$ cat src/rtl/key_if.sv
// Bit-serial key link between a key source (master) and the sequencer (slave).
interface key_if;
  logic key_valid;
  logic key_bit;
  logic key_ready;
  logic key_clr;

  modport master (output key_valid, output key_bit, output key_clr, input key_ready);
  modport slave  (input key_valid, input key_bit, input key_clr, output key_ready);
endinterface

$ cat src/rtl/key_load_sequencer.sv
// Loads a serial unlock key with even parity, applies it to a key-locked core and
// sequences its reset; define KEY_ZEROIZE_EN to let key_clr wipe an applied key.
module key_load_sequencer #(
  parameter int KEY_W     = 8,
  parameter int MAX_TRIES = 3,
  parameter int RST_CYC   = 4
) (
  input  logic             clk,
  input  logic             rst,
  key_if.slave             key,
  output logic [KEY_W-1:0] keyinput,
  output logic             fsm_rst,
  output logic             run,
  output logic             err,
  output logic             locked
);

  localparam int CNT_W = $clog2(KEY_W + 1);

  localparam logic [CNT_W-1:0] BITS_LAST = CNT_W'(KEY_W);
  localparam logic [7:0]       RST_LAST  = 8'(RST_CYC - 1);
  localparam logic [3:0]       TRY_LAST  = 4'(MAX_TRIES - 1);

  localparam logic [2:0] IDLE    = 3'd0;
  localparam logic [2:0] LOAD    = 3'd1;
  localparam logic [2:0] CHECK   = 3'd2;
  localparam logic [2:0] APPLY   = 3'd3;
  localparam logic [2:0] RUN     = 3'd4;
  localparam logic [2:0] ERR     = 3'd5;
  localparam logic [2:0] LOCKOUT = 3'd6;

  logic [2:0]       state,   state_nxt;
  logic [KEY_W-1:0] key_reg, key_nxt;
  logic [CNT_W-1:0] bit_cnt, bit_nxt;
  logic [3:0]       try_cnt, try_nxt;
  logic [7:0]       rst_cnt, rst_cnt_nxt;
  logic             par_bit, par_nxt;
  logic             xfer;

  assign xfer = key.key_valid & key.key_ready;

  // NOTE: every next-state variable takes its hold value first, so no path
  // through the case leaves one unassigned and no latch is inferred.
  always_comb begin
    state_nxt   = state;
    key_nxt     = key_reg;
    bit_nxt     = bit_cnt;
    try_nxt     = try_cnt;
    rst_cnt_nxt = rst_cnt;
    par_nxt     = par_bit;
    case (state)
      IDLE: begin
        if (xfer) begin
          key_nxt   = KEY_W'(key.key_bit);
          bit_nxt   = CNT_W'(1);
          state_nxt = LOAD;
        end
      end
      LOAD: begin
        // An abort outranks a bit arriving in the same cycle.
        if (key.key_clr) begin
          key_nxt   = '0;
          bit_nxt   = '0;
          state_nxt = IDLE;
        end else if (xfer) begin
          if (bit_cnt == BITS_LAST) begin
            par_nxt   = key.key_bit;
            state_nxt = CHECK;
          end else begin
            key_nxt = key_reg | (KEY_W'(key.key_bit) << bit_cnt);
            bit_nxt = bit_cnt + CNT_W'(1);
          end
        end
      end
      CHECK: begin
        bit_nxt = '0;
        if ((^key_reg ^ par_bit) == 1'b0) begin
          try_nxt     = '0;
          rst_cnt_nxt = '0;
          state_nxt   = APPLY;
        end else if (try_cnt == TRY_LAST) begin
          key_nxt   = '0;
          state_nxt = LOCKOUT;
        end else begin
          try_nxt   = (try_cnt == 4'hF) ? try_cnt : try_cnt + 4'd1;
          state_nxt = ERR;
        end
      end
      APPLY: begin
        rst_cnt_nxt = rst_cnt + 8'd1;
        if (rst_cnt == RST_LAST) state_nxt = RUN;
`ifdef KEY_ZEROIZE_EN
        if (key.key_clr) begin
          key_nxt   = '0;
          state_nxt = IDLE;
        end
`endif
      end
      RUN: begin
`ifdef KEY_ZEROIZE_EN
        if (key.key_clr) begin
          key_nxt   = '0;
          state_nxt = IDLE;
        end
`endif
      end
      ERR: begin
        key_nxt   = '0;
        bit_nxt   = '0;
        state_nxt = IDLE;
      end
      LOCKOUT: key_nxt = '0;
      default: begin
        key_nxt   = '0;
        bit_nxt   = '0;
        state_nxt = IDLE;
      end
    endcase
  end

  // NOTE: non-blocking assignments so every register samples pre-edge values.
  // Outputs are decoded from the next state so they are registered yet aligned
  // with the state they describe.
  always_ff @(posedge clk or negedge rst) begin
    if (!rst) begin
      state         <= IDLE;
      key_reg       <= '0;
      bit_cnt       <= '0;
      try_cnt       <= '0;
      rst_cnt       <= '0;
      par_bit       <= 1'b0;
      keyinput      <= '0;
      fsm_rst       <= 1'b1;
      run           <= 1'b0;
      err           <= 1'b0;
      locked        <= 1'b0;
      key.key_ready <= 1'b0;
    end else begin
      state         <= state_nxt;
      key_reg       <= key_nxt;
      bit_cnt       <= bit_nxt;
      try_cnt       <= try_nxt;
      rst_cnt       <= rst_cnt_nxt;
      par_bit       <= par_nxt;
      keyinput      <= (state_nxt == APPLY || state_nxt == RUN) ? key_nxt : '0;
      fsm_rst       <= (state_nxt != RUN);
      run           <= (state_nxt == RUN);
      err           <= (state_nxt == ERR);
      locked        <= (state_nxt == LOCKOUT);
      key.key_ready <= (state_nxt == IDLE || state_nxt == LOAD);
    end
  end

endmodule

$ cat src/flat_wrapper.sv
// flat-port wrapper written by rule: the top's interface ports become plain ports
module key_load_sequencer_flat 
#(
  parameter int KEY_W     = 8,
  parameter int MAX_TRIES = 3,
  parameter int RST_CYC   = 4
)
  (clk, rst, keyinput, fsm_rst, run, err, locked, key_key_valid, key_key_bit, key_key_clr, key_key_ready);
  key_if key_i ();
  input  logic clk;
  input  logic rst;
  output logic [KEY_W-1:0] keyinput;
  output logic fsm_rst;
  output logic run;
  output logic err;
  output logic locked;
  input wire logic [$bits(key_i.key_valid)-1:0] key_key_valid;
  input wire logic [$bits(key_i.key_bit)-1:0] key_key_bit;
  input wire logic [$bits(key_i.key_clr)-1:0] key_key_clr;
  output wire logic [$bits(key_i.key_ready)-1:0] key_key_ready;
  assign key_i.key_valid = key_key_valid;
  assign key_i.key_bit = key_key_bit;
  assign key_i.key_clr = key_key_clr;
  assign key_key_ready = key_i.key_ready;
  key_load_sequencer #(.KEY_W(KEY_W), .MAX_TRIES(MAX_TRIES), .RST_CYC(RST_CYC)) u_core (.clk(clk), .rst(rst), .key(key_i), .keyinput(keyinput), .fsm_rst(fsm_rst), .run(run), .err(err), .locked(locked));
endmodule
$ cat config.mk
export PLATFORM = sky130hd
export DESIGN_NAME = key_load_sequencer_flat
export DESIGN_NICKNAME = d
export VERILOG_FILES = /design/src/rtl/key_if.sv /design/src/rtl/key_load_sequencer.sv /design/src/flat_wrapper.sv
export SDC_FILE = /design/constraint.sdc
export NUM_CORES = 1
export LEC_CHECK = 0
export BUFFER_PORTS_ARGS = -buffer_cell sky130_fd_sc_hd__buf_2
export CORE_UTILIZATION = 45
export CTS_CLUSTER_SIZE = 20
export DETAILED_ROUTE_END_ITERATION = 10
export MAX_ROUTING_LAYER = met4
export PLACE_DENSITY = 0.59
export SLEW_MARGIN = 40
export SYNTH_ARGS = -nofsm -noshare
export SYNTH_HDL_FRONTEND = slang
export SYNTH_SLANG_ARGS = --single-unit
$ cat constraint.sdc
create_clock -name clk -period 4.9 [get_ports clk]
set_clock_uncertainty 0.2 [all_clocks]
set_input_delay 0 -clock clk [delete_from_list [all_inputs] [get_ports clk]]
set_output_delay 0 -clock clk [all_outputs]
set_load 0.02 [all_outputs]
# --- Word-level counts from Yosys, hierarchy flattened ---
# Cells that the tools add are included.
op_classes:
  n_eq_ne: 21
  n_reduce_logical: 13
  n_shift: 1
  bitwise: 5
  n_addsub: 3
  mux: 26
ops:
  columns: ["op", "count"]
  rows:
  - ["two-way mux 8 bit", 8]
  - ["one-hot mux 8 bit (4 select lines)", 1]
  - ["two-way mux 4 bit", 7]
  - ["two-way mux 3 bit", 6]
  - ["one-hot mux 8 bit (2 select lines)", 1]
  - ["== test 3 bit (second input constant)", 5]
  - ["one-hot mux 3 bit (5 select lines)", 1]
  - ["one-hot mux 4 bit (3 select lines)", 1]
  - ["== test 3 x 2 -> 1 bit (second input constant)", 3]
  - ["adder 4 x 1 -> 4 bit (second input constant)", 2]
  - ["adder 8 x 1 -> 8 bit (second input constant)", 1]
  - ["== test 4 bit (second input constant)", 2]
  - ["== test 8 x 2 -> 1 bit (second input constant)", 1]
  - ["OR 8 bit", 1]
  - ["AND reduction 4 bit", 2]
  - ["parity 8 bit", 1]
  - ["left shift 1 x 4 -> 8 bit", 1]
  - ["== test 3 x 1 -> 1 bit (second input constant)", 2]
  - ["zero test 3 bit", 2]
  - ["inequality test 2 bit (second input constant)", 3]
  - ["inequality test 3 bit (second input constant)", 2]
  - ["== test 4 x 2 -> 1 bit (second input constant)", 1]
  - ["OR reduction 2 bit", 2]
  - ["inequality test 3 x 2 -> 1 bit (second input constant)", 1]
  - ["10 further kinds", 12]
totals:
  ff_bits: 41
  in_bits: 5
  word_cells: 81
  output_inout_bits: 13

# --- Longest topological paths before layout ---
logic_depth:
  word_depth: 8
  ltp_mapped: 8
  ltp_nobuf: 7

# --- Worst setup path before layout ---
# OpenSTA, ideal clock, no wires.
synth_path:
  path_type: "register to register"
  startpoint: "reg u_core.key_reg[2]"
  endpoint: "reg u_core.key.key_ready"
  setup_ns: 0.120
  n_path_buf: 0
  period_less_slack_ns: 2.042
  path_stages_with_launch: 6
  path_slack_ns: 2.858
  arrival_time_ns: 1.722
  path_cell_list: "dfrtp_1 xor2_1 xnor3_2 mux2i_4 nand3_4 and3_1"
synth_between:
  elab_chain_cells: 6
  word_cells_on_any_way: 7
  classes_between: "1 x eq/ne; 2 x mux; 1 x bitwise; 3 x reduce/logical"
synth_rtl:
  columns: ["element", "line_no", "text"]
  rows:
  - ["start, declared", "key_load_sequencer.sv:33", "logic [KEY_W-1:0] key_reg, key_nxt;"]
  - ["start signal, assigned", "key_load_sequencer.sv:140", "key_reg <= key_nxt;"]
  - ["parity 8 bit *", "key_load_sequencer.sv:77", "if ((^key_reg ^ par_bit) == 1'b0) begin"]
  - ["bitwise XOR 1 bit *", "key_load_sequencer.sv:77", null]
  - ["two-way mux 3 bit *", "key_load_sequencer.sv:77", null]
  - ["one-hot mux 3 bit (5 select lines) *", "key_load_sequencer.sv:51", "case (state)"]
  - ["== test 3 x 1 -> 1 bit / zero test 3 bit (equally long branches)", "key_load_sequencer.sv:150", "key.key_ready <= (state_nxt == IDLE || state_nxt == LOAD);"]
  - ["logical OR 1 bit *", "key_load_sequencer.sv:150", null]
  - ["end signal, assigned", "key_load_sequencer.sv:150", null]
  - ["end, declared", "key_if.sv:9", "modport slave (input key_valid, input key_bit, input key_clr, output key_ready);"]
# Every way passes the cells marked *; elsewhere a longest branch is shown, timed or not.
# A chain may end at the register's enable or synchronous reset.

# --- Worst setup path in the final report ---
layout_path:
  startpoint: "reg u_core.state[2]"
  endpoint: "reg u_core.keyinput[4]"
layout_between:
  elab_chain_cells: 7
  word_cells_on_any_way: 19
  classes_between: "7 x eq/ne; 8 x mux; 4 x reduce/logical"
layout_rtl:
  columns: ["element", "line_no", "text"]
  rows:
  - ["start, declared", "key_load_sequencer.sv:32", "logic [2:0] state, state_nxt;"]
  - ["start signal, assigned", "key_load_sequencer.sv:139", "state <= state_nxt;"]
  - ["two-way mux 3 bit", "key_load_sequencer.sv:66", "if (bit_cnt == BITS_LAST) begin"]
  - ["two-way mux 3 bit", "key_load_sequencer.sv:65", "end else if (xfer) begin"]
  - ["two-way mux 3 bit", "key_load_sequencer.sv:61", "if (key.key_clr) begin"]
  - ["one-hot mux 3 bit (5 select lines)", "key_load_sequencer.sv:51", null]
  - ["== test 3 x 2 -> 1 bit / == test 3 bit (equally long branches)", "key_load_sequencer.sv:145", "keyinput <= (state_nxt == APPLY || state_nxt == RUN) ? key_nxt : '0;"]
  - ["logical OR 1 bit", "key_load_sequencer.sv:145", null]
  - ["two-way mux 8 bit *", "key_load_sequencer.sv:145", null]
  - ["end signal, assigned", "key_load_sequencer.sv:145", null]
  - ["end, declared", "key_load_sequencer.sv:11", "output logic [KEY_W-1:0] keyinput,"]
# Marked as above.

==> reports/qor.yml <==
yosys:
  ys_types: 54
  yosys.area.top_type: "dfrtp_1"
  synth_edf_count: 0
  ys.flop_type: "dfrtp_1"
  synthTopCellsByArea: "dfrtp_1 (47%), nor2_1 (4.2%), ha_1 (2.9%), nor3_1 (2.6%), nand2_1 (2.5%)"
  yosysWarnings: 0
  syn_nets: 218
  avgSynthCellArea_um2: 10.3
  synth_top_cell_area_share: 0.468
  ys_seq_area_frac: 0.480
  synth_area_um2: 2140
  yosys_register_bits: 41
  synthArstFlopShare: 1.00
  syn_inst: 208
detailed_routing:
  wl_um: 4420
  ant_nets: 0
  vias_per_cell: 6.04
  vias: 1685
  first_pass_iters: 6
  drc: 0
  drt_iter0_drc: 117
  routedWlPerCell_um: 15.8
floorplanning:
  core.rowCount: 24
  core_area_um2: 4470
  fp.dieArea_um2: 5030
  start_util: 0.478
  die_y_um: 70.9
  die_w_um: 70.9
  design.portCount: 18
timing:
  hold_violations: 0
  finalCritPeriodShare: 0.532
  fin_hold_ws_ps: 25.5
  period_minus_slack_ps: 2610
  timing.setup.tns_ps: 0
  tightest_slew_ps: 674
  setup_viol: 0
  final_max_slew_viol_count: 0
  rsz0062_at_grt: "false"
  slew_headroom: 0.549
  max_freq_mhz: 383
flow_run:
  cap_viol_max_count: 0
layout:
  nets: 236
  syn2layout_area_growth_pct: 11.1
  n_fill_cell: 427
  final_layout_size_suffix_gt1_frac: 0.167
  antenna-diode-count: 0
pwr:
  p_leak_nw: 1.11
  p_per_area_nw_per_um2: 240
  vdd.ir_drop.worst_uv: 142
worst_setup_path:
  cp_max_fo: 14
  critical_path_required_ps: 4910
  crit_arrival_ps: 2620
  end_kind: "flip-flop"
  crit_path_start_kind: "flip-flop"
  crit_type: "reg2reg"
clocking:
  cts_buffer_depth: 2
  numCtsBuffers: 5
  holdBufCountCts: 3
  postCtsSetupRepairBufs: 0
  clkLatencyLatePin_ps: 290
  cts-root-buf: "clkbuf_8"
  cts_num_sinks: 41
  post_cts_resized: 0
  clk_pin_slew_ps: 80
  cts_tree: "built"
  htree_levels: 2
placement:
  finalWeightedCongestion: 0.806
  portBuffers: 17
  hpwl_um: 3160
global_routing:
  grt_pass1_vias: 1531
  grt_overflow: 0
  grt_max_degree: 42
  antenna_found_initial: 0
  grt_pass1_wl_um: 7540
  grt_use_total: 0.200
run_status:
  outcome: "finished clean"
hold_path:
  hold_class: "in2async"
-- through the flow --
stage / util / cells / power [W] / area, um2 / worst slack, ps
after global routing: 0.531 / 279 / 0.000594 / 2370 / 2120
after detailed placement: 0.503 / 268 / 0.000356 / 2250 / 2090
after CTS: 0.529 / 279 / 0.000578 / 2370 / 2070
after floorplan: - / 208 / 0.000347 / 2140 / 2860
final: 0.531 / 279 / 0.000569 / 2370 / 2290
after global placement: 0.501 / 268 / 0.000355 / 2240 / 2250
-- final timing paths --
| path | startpoint | end | slack, ps | cells after the start |
|---|---|---|---|---|
| worst max-delay path | u_core.state[2]$_DFF_PN0_ | u_core.keyinput[4]$_DFF_PN0_ | 2290 | 5 |
| worst min-delay path | rst | u_core.keyinput[3]$_DFF_PN0_ | 30 | 2 |
| worst max register to register | u_core.state[2]$_DFF_PN0_ | u_core.keyinput[4]$_DFF_PN0_ | 2290 | 5 |
| max in group asynchronous | rst | u_core.fsm_rst$_DFF_PN1_ | 4110 | 2 |
| worst min register to register | u_core.rst_cnt[0]$_DFFE_PN0P_ | u_core.rst_cnt[0]$_DFFE_PN0P_ | 320 | 1 |
| min in group clk | key_key_valid | u_core.state[0]$_DFF_PN0_ | 40 | 5 |
-- critical path, stage by stage (launching register included) --
cell and delay, ps:
dfrtp_1 540, nor4bb_2 680, nand3_1 220, nor3b_1 510
a31oi_1 190, nor3_1 200
-- cell families after synthesis --
logic type	after synthesis	synth area share
AOI/OAI and AO/OA	51	0.180
buffers and inverters	18	0.0369
xor gates and xnor gates	10	0.0632
and+or+nand+nor	81	0.195
muxes	2	0.0158
adders and majority gates	5	0.0293
DFF	41	0.480
-- layout make-up --
| cell class | instances | area (um2) | share of cell area |
|---|---|---|---|
| Inverter | 9 | 33.8 | 0.0142 |
| Sequential cell | 41 | 1030 | 0.433 |
| Clock inverter | 3 | 21.3 | 0.00896 |
| Clock buffer | 5 | 68.8 | 0.0290 |
| Multi-Input combinational cell | 149 | 1040 | 0.438 |
| Timing Repair Buffer | 20 | 118 | 0.0495 |
| Tap cell | 52 | 65.1 | 0.0274 |
-- placed cells by master, fill, tap and decap left out, types with 6 or more instances in the layout --
master	instances
a21oi_1	10
a31oi_1	8
and3_1	6
buf_2	16
dfrtp_1	40
inv_1	9
nand2_1	14
nand3_1	6
nor2_1	23
nor3_1	11
o21ai_0	6
-- per-layer routing --
| layer | vias to the layer above | GRT usage | wire (um) |
|---|---|---|---|
| met1 | 828 | 0.295 | 2260 |
| met2 | 40 | 0.270 | 1910 |
| li1 | 811 | - | - |
| met5 | - | - | 0 |
| met4 | 0 | 0.0644 | 59 |
| met3 | 6 | 0.0456 | 185 |
-- synth_stat cells, drive strengths merged, types with 2 or more instances --
| cell | instances |
|---|---|
| nand3 | 7 |
| nor2b | 3 |
| and2 | 2 |
| xor2 | 4 |
| nand2 | 14 |
| and3 | 6 |
| buf | 5 |
| a31oi | 8 |
| nor4 | 3 |
| inv | 9 |
| nor3 | 12 |
| a311oi | 2 |
| a41oi | 5 |
| xnor3 | 2 |
| ha | 5 |
| a211oi | 2 |
| a41o | 2 |
| clkbuf | 4 |
| a21oi | 11 |
| o2111a | 3 |
| nor2 | 24 |
| o21ai | 6 |
| nor3b | 3 |
| dfrtp | 40 |
| xnor2 | 4 |
-- where the power goes --
part | internal [W] | total [W] | switching [W]
logic | 0.00000363 | 0.0000126 | 0.00000899
clock network | 0.000101 | 0.000219 | 0.000118
registers | 0.000338 | 0.000338 | 0
Note: power is estimated with default switching activity, not from simulation.
